--- src/rtl/comparador_pkg.sv ---
// Shared types and defaults for the comparador arbiter slice.
package comparador_pkg;

    localparam int NUM_REQ_DEF = 4;
    localparam int DATA_W_DEF  = 8;

    typedef enum logic [1:0] {
        IDLE    = 2'd0,
        COMPARE = 2'd1,
        RESPOND = 2'd2
    } state_t;

    // Width of a requester index; never below one bit.
    function automatic int id_width(input int n);
        return (n > 1) ? $clog2(n) : 1;
    endfunction

endpackage

--- src/rtl/comparador_arbiter_if.sv ---
// Request/response bus between the requesters and the comparador arbiter.
interface comparador_arbiter_if import comparador_pkg::*; #(
    parameter int NUM_REQ = NUM_REQ_DEF,
    parameter int DATA_W  = DATA_W_DEF
);
    localparam int ID_W = id_width(NUM_REQ);

    logic [NUM_REQ-1:0]        req_valid;
    logic [NUM_REQ*DATA_W-1:0] req_a;
    logic [NUM_REQ*DATA_W-1:0] req_b;
    logic [NUM_REQ-1:0]        req_ready;
    logic                      rsp_valid;
    logic                      rsp_ready;
    logic                      rsp_c;
    logic [ID_W-1:0]           rsp_id;

    modport master (
        output req_valid, req_a, req_b, rsp_ready,
        input  req_ready, rsp_valid, rsp_c, rsp_id
    );

    modport slave (
        input  req_valid, req_a, req_b, rsp_ready,
        output req_ready, rsp_valid, rsp_c, rsp_id
    );

endinterface

--- src/rtl/comparador_arbiter_comparador.sv ---
// Unsigned magnitude comparator: c is 1 only when a is strictly greater than b.
module comparador import comparador_pkg::*; #(
    parameter int DATA_W = DATA_W_DEF
) (
    input  logic [DATA_W-1:0] a,
    input  logic [DATA_W-1:0] b,
    output logic              c
);

    assign c = (a > b);

endmodule

--- src/rtl/comparador_arbiter.sv ---
// Round-robin arbiter sharing one comparador among NUM_REQ requesters.
// Optional statistics counter enabled by defining COMPARADOR_ARB_STATS_EN.
module comparador_arbiter import comparador_pkg::*; #(
    parameter int NUM_REQ = NUM_REQ_DEF,
    parameter int DATA_W  = DATA_W_DEF
) (
    input  logic                 clk,
    input  logic                 rst,
    comparador_arbiter_if.slave  bus,
    output logic [15:0]          cmp_count
);

    localparam int ID_W = id_width(NUM_REQ);

    state_t              state;
    logic [ID_W-1:0]     ptr;
    logic [ID_W-1:0]     cand;
    logic [ID_W-1:0]     gnt_idx;
    logic                gnt_any;
    logic [NUM_REQ-1:0]  ready_c;
    logic [DATA_W-1:0]   sel_a;
    logic [DATA_W-1:0]   sel_b;
    logic [DATA_W-1:0]   op_a;
    logic [DATA_W-1:0]   op_b;
    logic                cmp_c;
    logic                rsp_valid_q;
    logic                rsp_c_q;
    logic [ID_W-1:0]     rsp_id_q;

    // Round-robin search starting just after the last granted requester.
    always_comb begin
        gnt_any = 1'b0;
        gnt_idx = '0;
        cand    = '0;
        for (int k = 1; k <= NUM_REQ; k++) begin
            cand = ID_W'((int'(ptr) + k) % NUM_REQ);
            if (!gnt_any && bus.req_valid[cand]) begin
                gnt_any = 1'b1;
                gnt_idx = cand;
            end
        end
        ready_c = '0;
        if (state == IDLE && !rst && gnt_any) begin
            ready_c[gnt_idx] = 1'b1;
        end
    end

    // Operand mux selecting the winning requester's a/b slices.
    always_comb begin
        sel_a = '0;
        sel_b = '0;
        for (int i = 0; i < NUM_REQ; i++) begin
            if (gnt_idx == ID_W'(i)) begin
                sel_a = bus.req_a[i*DATA_W +: DATA_W];
                sel_b = bus.req_b[i*DATA_W +: DATA_W];
            end
        end
    end

    // Operand capture on grant; pure data, so no reset needed.
    always_ff @(posedge clk) begin
        if (state == IDLE && gnt_any) begin
            op_a <= sel_a;
            op_b <= sel_b;
        end
    end

    comparador #(.DATA_W(DATA_W)) u_cmp (
        .a (op_a),
        .b (op_b),
        .c (cmp_c)
    );

    // Control FSM: grant, register comparator result, hold until accepted.
    always_ff @(posedge clk or posedge rst) begin
        if (rst) begin
            state       <= IDLE;
            ptr         <= ID_W'(NUM_REQ - 1);
            rsp_valid_q <= 1'b0;
            rsp_c_q     <= 1'b0;
            rsp_id_q    <= '0;
        end else begin
            case (state)
                IDLE: begin
                    if (gnt_any) begin
                        ptr      <= gnt_idx;
                        rsp_id_q <= gnt_idx;
                        state    <= COMPARE;
                    end
                end
                COMPARE: begin
                    rsp_c_q     <= cmp_c;
                    rsp_valid_q <= 1'b1;
                    state       <= RESPOND;
                end
                RESPOND: begin
                    if (bus.rsp_ready) begin
                        rsp_valid_q <= 1'b0;
                        state       <= IDLE;
                    end
                end
                default: begin
                    rsp_valid_q <= 1'b0;
                    state       <= IDLE;
                end
            endcase
        end
    end

    assign bus.req_ready = ready_c;
    assign bus.rsp_valid = rsp_valid_q;
    assign bus.rsp_c     = rsp_c_q;
    assign bus.rsp_id    = rsp_id_q;

`ifdef COMPARADOR_ARB_STATS_EN
    // Saturating increment so the counter sticks at its maximum.
    function automatic logic [15:0] sat_inc(input logic [15:0] v);
        return (v == 16'hFFFF) ? v : v + 16'd1;
    endfunction

    logic [15:0] cnt_q;

    // Count accepted responses.
    always_ff @(posedge clk or posedge rst) begin
        if (rst) begin
            cnt_q <= '0;
        end else if (rsp_valid_q && bus.rsp_ready) begin
            cnt_q <= sat_inc(cnt_q);
        end
    end

    assign cmp_count = cnt_q;
`else
    assign cmp_count = 16'd0;
`endif

endmodule

--- src/flat_wrapper.sv ---
// flat-port wrapper written by rule: the top's interface ports become plain ports
module comparador_arbiter_flat import comparador_pkg::*;
#(
    parameter int NUM_REQ = NUM_REQ_DEF,
    parameter int DATA_W  = DATA_W_DEF
)
  (clk, rst, cmp_count, bus_req_valid, bus_req_a, bus_req_b, bus_rsp_ready, bus_req_ready, bus_rsp_valid, bus_rsp_c, bus_rsp_id);
  comparador_arbiter_if #(.NUM_REQ(NUM_REQ), .DATA_W(DATA_W)) bus_i ();
  input  logic clk;
  input  logic rst;
  output logic [15:0] cmp_count;
  input wire logic [$bits(bus_i.req_valid)-1:0] bus_req_valid;
  input wire logic [$bits(bus_i.req_a)-1:0] bus_req_a;
  input wire logic [$bits(bus_i.req_b)-1:0] bus_req_b;
  input wire logic [$bits(bus_i.rsp_ready)-1:0] bus_rsp_ready;
  output wire logic [$bits(bus_i.req_ready)-1:0] bus_req_ready;
  output wire logic [$bits(bus_i.rsp_valid)-1:0] bus_rsp_valid;
  output wire logic [$bits(bus_i.rsp_c)-1:0] bus_rsp_c;
  output wire logic [$bits(bus_i.rsp_id)-1:0] bus_rsp_id;
  assign bus_i.req_valid = bus_req_valid;
  assign bus_i.req_a = bus_req_a;
  assign bus_i.req_b = bus_req_b;
  assign bus_i.rsp_ready = bus_rsp_ready;
  assign bus_req_ready = bus_i.req_ready;
  assign bus_rsp_valid = bus_i.rsp_valid;
  assign bus_rsp_c = bus_i.rsp_c;
  assign bus_rsp_id = bus_i.rsp_id;
  comparador_arbiter #(.NUM_REQ(NUM_REQ), .DATA_W(DATA_W)) u_core (.clk(clk), .rst(rst), .bus(bus_i), .cmp_count(cmp_count));
endmodule
--- config.mk ---
export PLATFORM = sky130hd
export DESIGN_NAME = comparador_arbiter_flat
export DESIGN_NICKNAME = d
export VERILOG_FILES = /design/src/rtl/comparador_pkg.sv /design/src/rtl/comparador_arbiter_if.sv /design/src/rtl/comparador_arbiter_comparador.sv /design/src/rtl/comparador_arbiter.sv /design/src/flat_wrapper.sv
export SDC_FILE = /design/constraint.sdc
export NUM_CORES = 1
export LEC_CHECK = 0
export ABC_CLOCK_PERIOD_IN_PS = 2600
export CORE_MARGIN = 3
export CORE_UTILIZATION = 42
export DETAILED_ROUTE_END_ITERATION = 6
export GPL_TIMING_DRIVEN = 0
export HOLD_SLACK_MARGIN = 0.02
export PLACE_DENSITY_LB_ADDON = 0.2
export SLEW_MARGIN = 20
export SYNTH_ARGS = -nofsm -noshare
export SYNTH_HDL_FRONTEND = slang
export SYNTH_SLANG_ARGS = --single-unit
--- constraint.sdc ---
create_clock -name clk -period 2.6 [get_ports clk]
set_clock_uncertainty 0.05 [all_clocks]
set_input_delay 0.52 -clock clk [delete_from_list [all_inputs] [get_ports clk]]
set_output_delay 0.52 -clock clk [all_outputs]
set_load 0.01 [all_outputs]
==> reports/qor.csv <==
metric,value,unit
IO Count,95,
most frequent cells after synthesis,"a41oi_1 (32), o21ai_1 (28), buf_4 (19), a22oi_1 (16), edfxtp_1 (16)",
final slew viol count,0,
origin of the worst min-delay path,u_core.bus.rsp_valid,
fin crit period,2550,ps
vias,2090,
Die X,75.5,µm
Setup crit end kind,primary output,
"Reg clk slew, reported paths",90,ps
Final nets,390,
later-pin clock latency in the skew report,260,ps
measured slew at the worst slew-check pin,587,ps
1st-iter DRT viols,154,
status,"finished, final reports clean",
endpoints failing hold,0,
leading post-synthesis cells by cell area,"edfxtp_1 (24%), a41oi_1 (14%), dfrtp_1 (7.4%)",
Num CTS Buffers,3,
first-pass GRT wire length,9360,µm
final instance area,3040,µm²
GPL Wtd Cong,0.858,
maximum clock frequency,392,MHz
Worst VDD drop,0.384,mV
Crit Path Class,reg -> out,
Max H-tree Level,1,
initial antenna violation count,0,
placed cells,353,
synth-to-layout area growth,49.9,%
vias in the first global route,1976,
clock root buffer,clkbuf_8,
DRC viols,0,
Vias per Instance,5.77,
worst r2r path cells,7,
max cap viols,0,
ys async rst share,33.3,%
"EDFF count, synth",16,
Hold Buf Count CTS,0,
"flops & latches, synth",24,
RR Endpoint,u_core.op_a[6],
Clock Tree Buf Depth,2,
IO buf count,78,
top cell type's share of synthesized area,23.7,%
Post-Route WL,5980,µm
# rows,24,
Hold EP,u_core.bus.rsp_valid,
placed cell area,2930,µm²
Pre-antenna DRT Iters,4,
Sinks on Clock Net,24,
Overflow after GRT,0,
top_reg_cell synth,edfxtp_1,
Post-Layout Cell Count,362,
Mapped Area,2030,µm²
DPL Wire Length,4640,µm
WP data required,2030,ps
worst min-delay path class,reg -> reg,
PwrDens,884,nW/µm²
Mapped Cells,208,
Synth Warn #,0,
Slew HR,60.8,%
DIE AREA,5700,µm²
Routed Antenna Nets,0,
largest net degree at the start of global routing,18,
syn_area_per_cell,9.76,µm²
largest area contributor in the netlist,edfxtp_1,
Min Hold Slack,436,ps
Core Footprint,4500,µm²
# setup viols final,0,
hold path depth,1,
ANT cells,0,
total design power,2690,µW
top-count cell post-synth,a41oi_1,
fin crit share,98.2,%
Netlist cell types,44,
RR Startpoint,u_core.ptr[1],
data arrival time of the worst path,1980,ps
"Seq/Total Area, Yosys",33.7,%
CTS tree,built,
DIE HEIGHT,75.5,µm
maximum fanout along the worst path,10,
Wirelength per Cell,16.5,µm
Reg2Reg Setup Slack,440,ps
share of layout cells above drive strength 1,21.0,%
initial core utilization,45.1,%
GRT Total Usage,21.3,%
Setup crit start kind,register,
LEAKAGE,0.00126,µW
cells by family after synthesis:
| kind of cell | share of synthesized area [%] |
|---|---|
| AO/OA/AOI/OAI | 36.6 |
| buffers and inverters | 15.7 |
| AND/OR/NAND/NOR | 7.71 |
| flip-flops | 33.7 |
| adder cells (fa/ha/maj) | 4.93 |
| multiplexers | 1.29 |
| other | 0.185 |
critical path: stages, from the launching register on:
cell	delay (ps)
dfstp_2	530
buf_6	120
nand3b_1	140
a31o_1	260
buf_6	150
buf_8	150
nor4_4	210
buf_2	170
per-layer routing:
metal	GRT usage [%]	up-vias	part of all wire, %
met2	37.0	115	51
met5	0	-	0
met3	2.37	2	7.9
met1	29.3	979	40
li1	-	994	-
met4	2.91	0	0.59
area by class of cell:
cell class / count / area (µm²)
flip-flops and latches: 24 / 683
multi-input cells: 150 / 1130
inverters: 13 / 48.8
clock buffers: 3 / 41.3
plain buffers: 35 / 267
clock inverters: 1 / 3.75
fillers: 370 / 1460
well taps: 52 / 65.1
repair buffers: 84 / 801
power by group:
group          internal, µW  total (µW)  leakage [µW]  switching, µW
Clock                   105         217     0.0000231            112
Combinational           801        1700      0.000990            901
Sequential              692         769      0.000247           77.7
Total                  1600        2690       0.00126           1090
through the flow:
step	setup TNS [ps]	worst slack [ps]	utilization, %
after detailed placement	-2160	-581	65.1
after global placement	-2170	-597	65.1
after global routing	-2.48	-2.48	67.6
after floorplan	0	478	-
after CTS	0	34.7	66.4
final	0	46.3	67.6
worst max-delay path by stage:
stage                     start                to  slack [ps]  cells after the start
2_1_floorplan     u_core.ptr[1]  bus_req_ready[2]         480                      6
3_3_place_gp   bus_req_valid[1]  bus_req_ready[1]        -600                      7
3_5_place_dp   bus_req_valid[1]  bus_req_ready[1]        -580                      7
4_1_cts           u_core.ptr[1]  bus_req_ready[2]          30                      7
5_1_grt           u_core.ptr[1]  bus_req_ready[2]          -2                      7
6_report          u_core.ptr[1]  bus_req_ready[2]          50                      7
timing repair:
item                                   4_1_cts  5_1_grt
endpoints found under the hold margin        0        0
setup endpoints to repair                    4        3
gates resized for setup                     29        4
cloned                                       0        0
buffers inserted                             1        5
pin swaps                                    1        4
state kept, by name, summed over array words and instances, names as in the netlist:
signal / count
u_core.bus.rsp_valid: 1
u_core.op_b: 8
u_core.bus.rsp_id: 2
u_core.bus.rsp_c: 1
u_core.op_a: 8
u_core.state: 2
u_core.ptr: 2
layout by cell type (no fill, tap or decap), drive strengths merged, types with 2 or more instances in the layout:
cell type	n
conb	16
edfxtp	16
a21oi	2
clkbuf	6
mux2	2
a41oi	32
dfrtp	6
dlygate4sd2	4
o21ai	33
a21o	6
nor4	4
buf	42
nand3	2
ha	8
nor3	2
nor2	6
dfstp	2
a22oi	16
clkdlybuf4s50	70
nand2	5
nand2b	2
inv	13
Note: power is estimated with default switching activity, not from simulation.
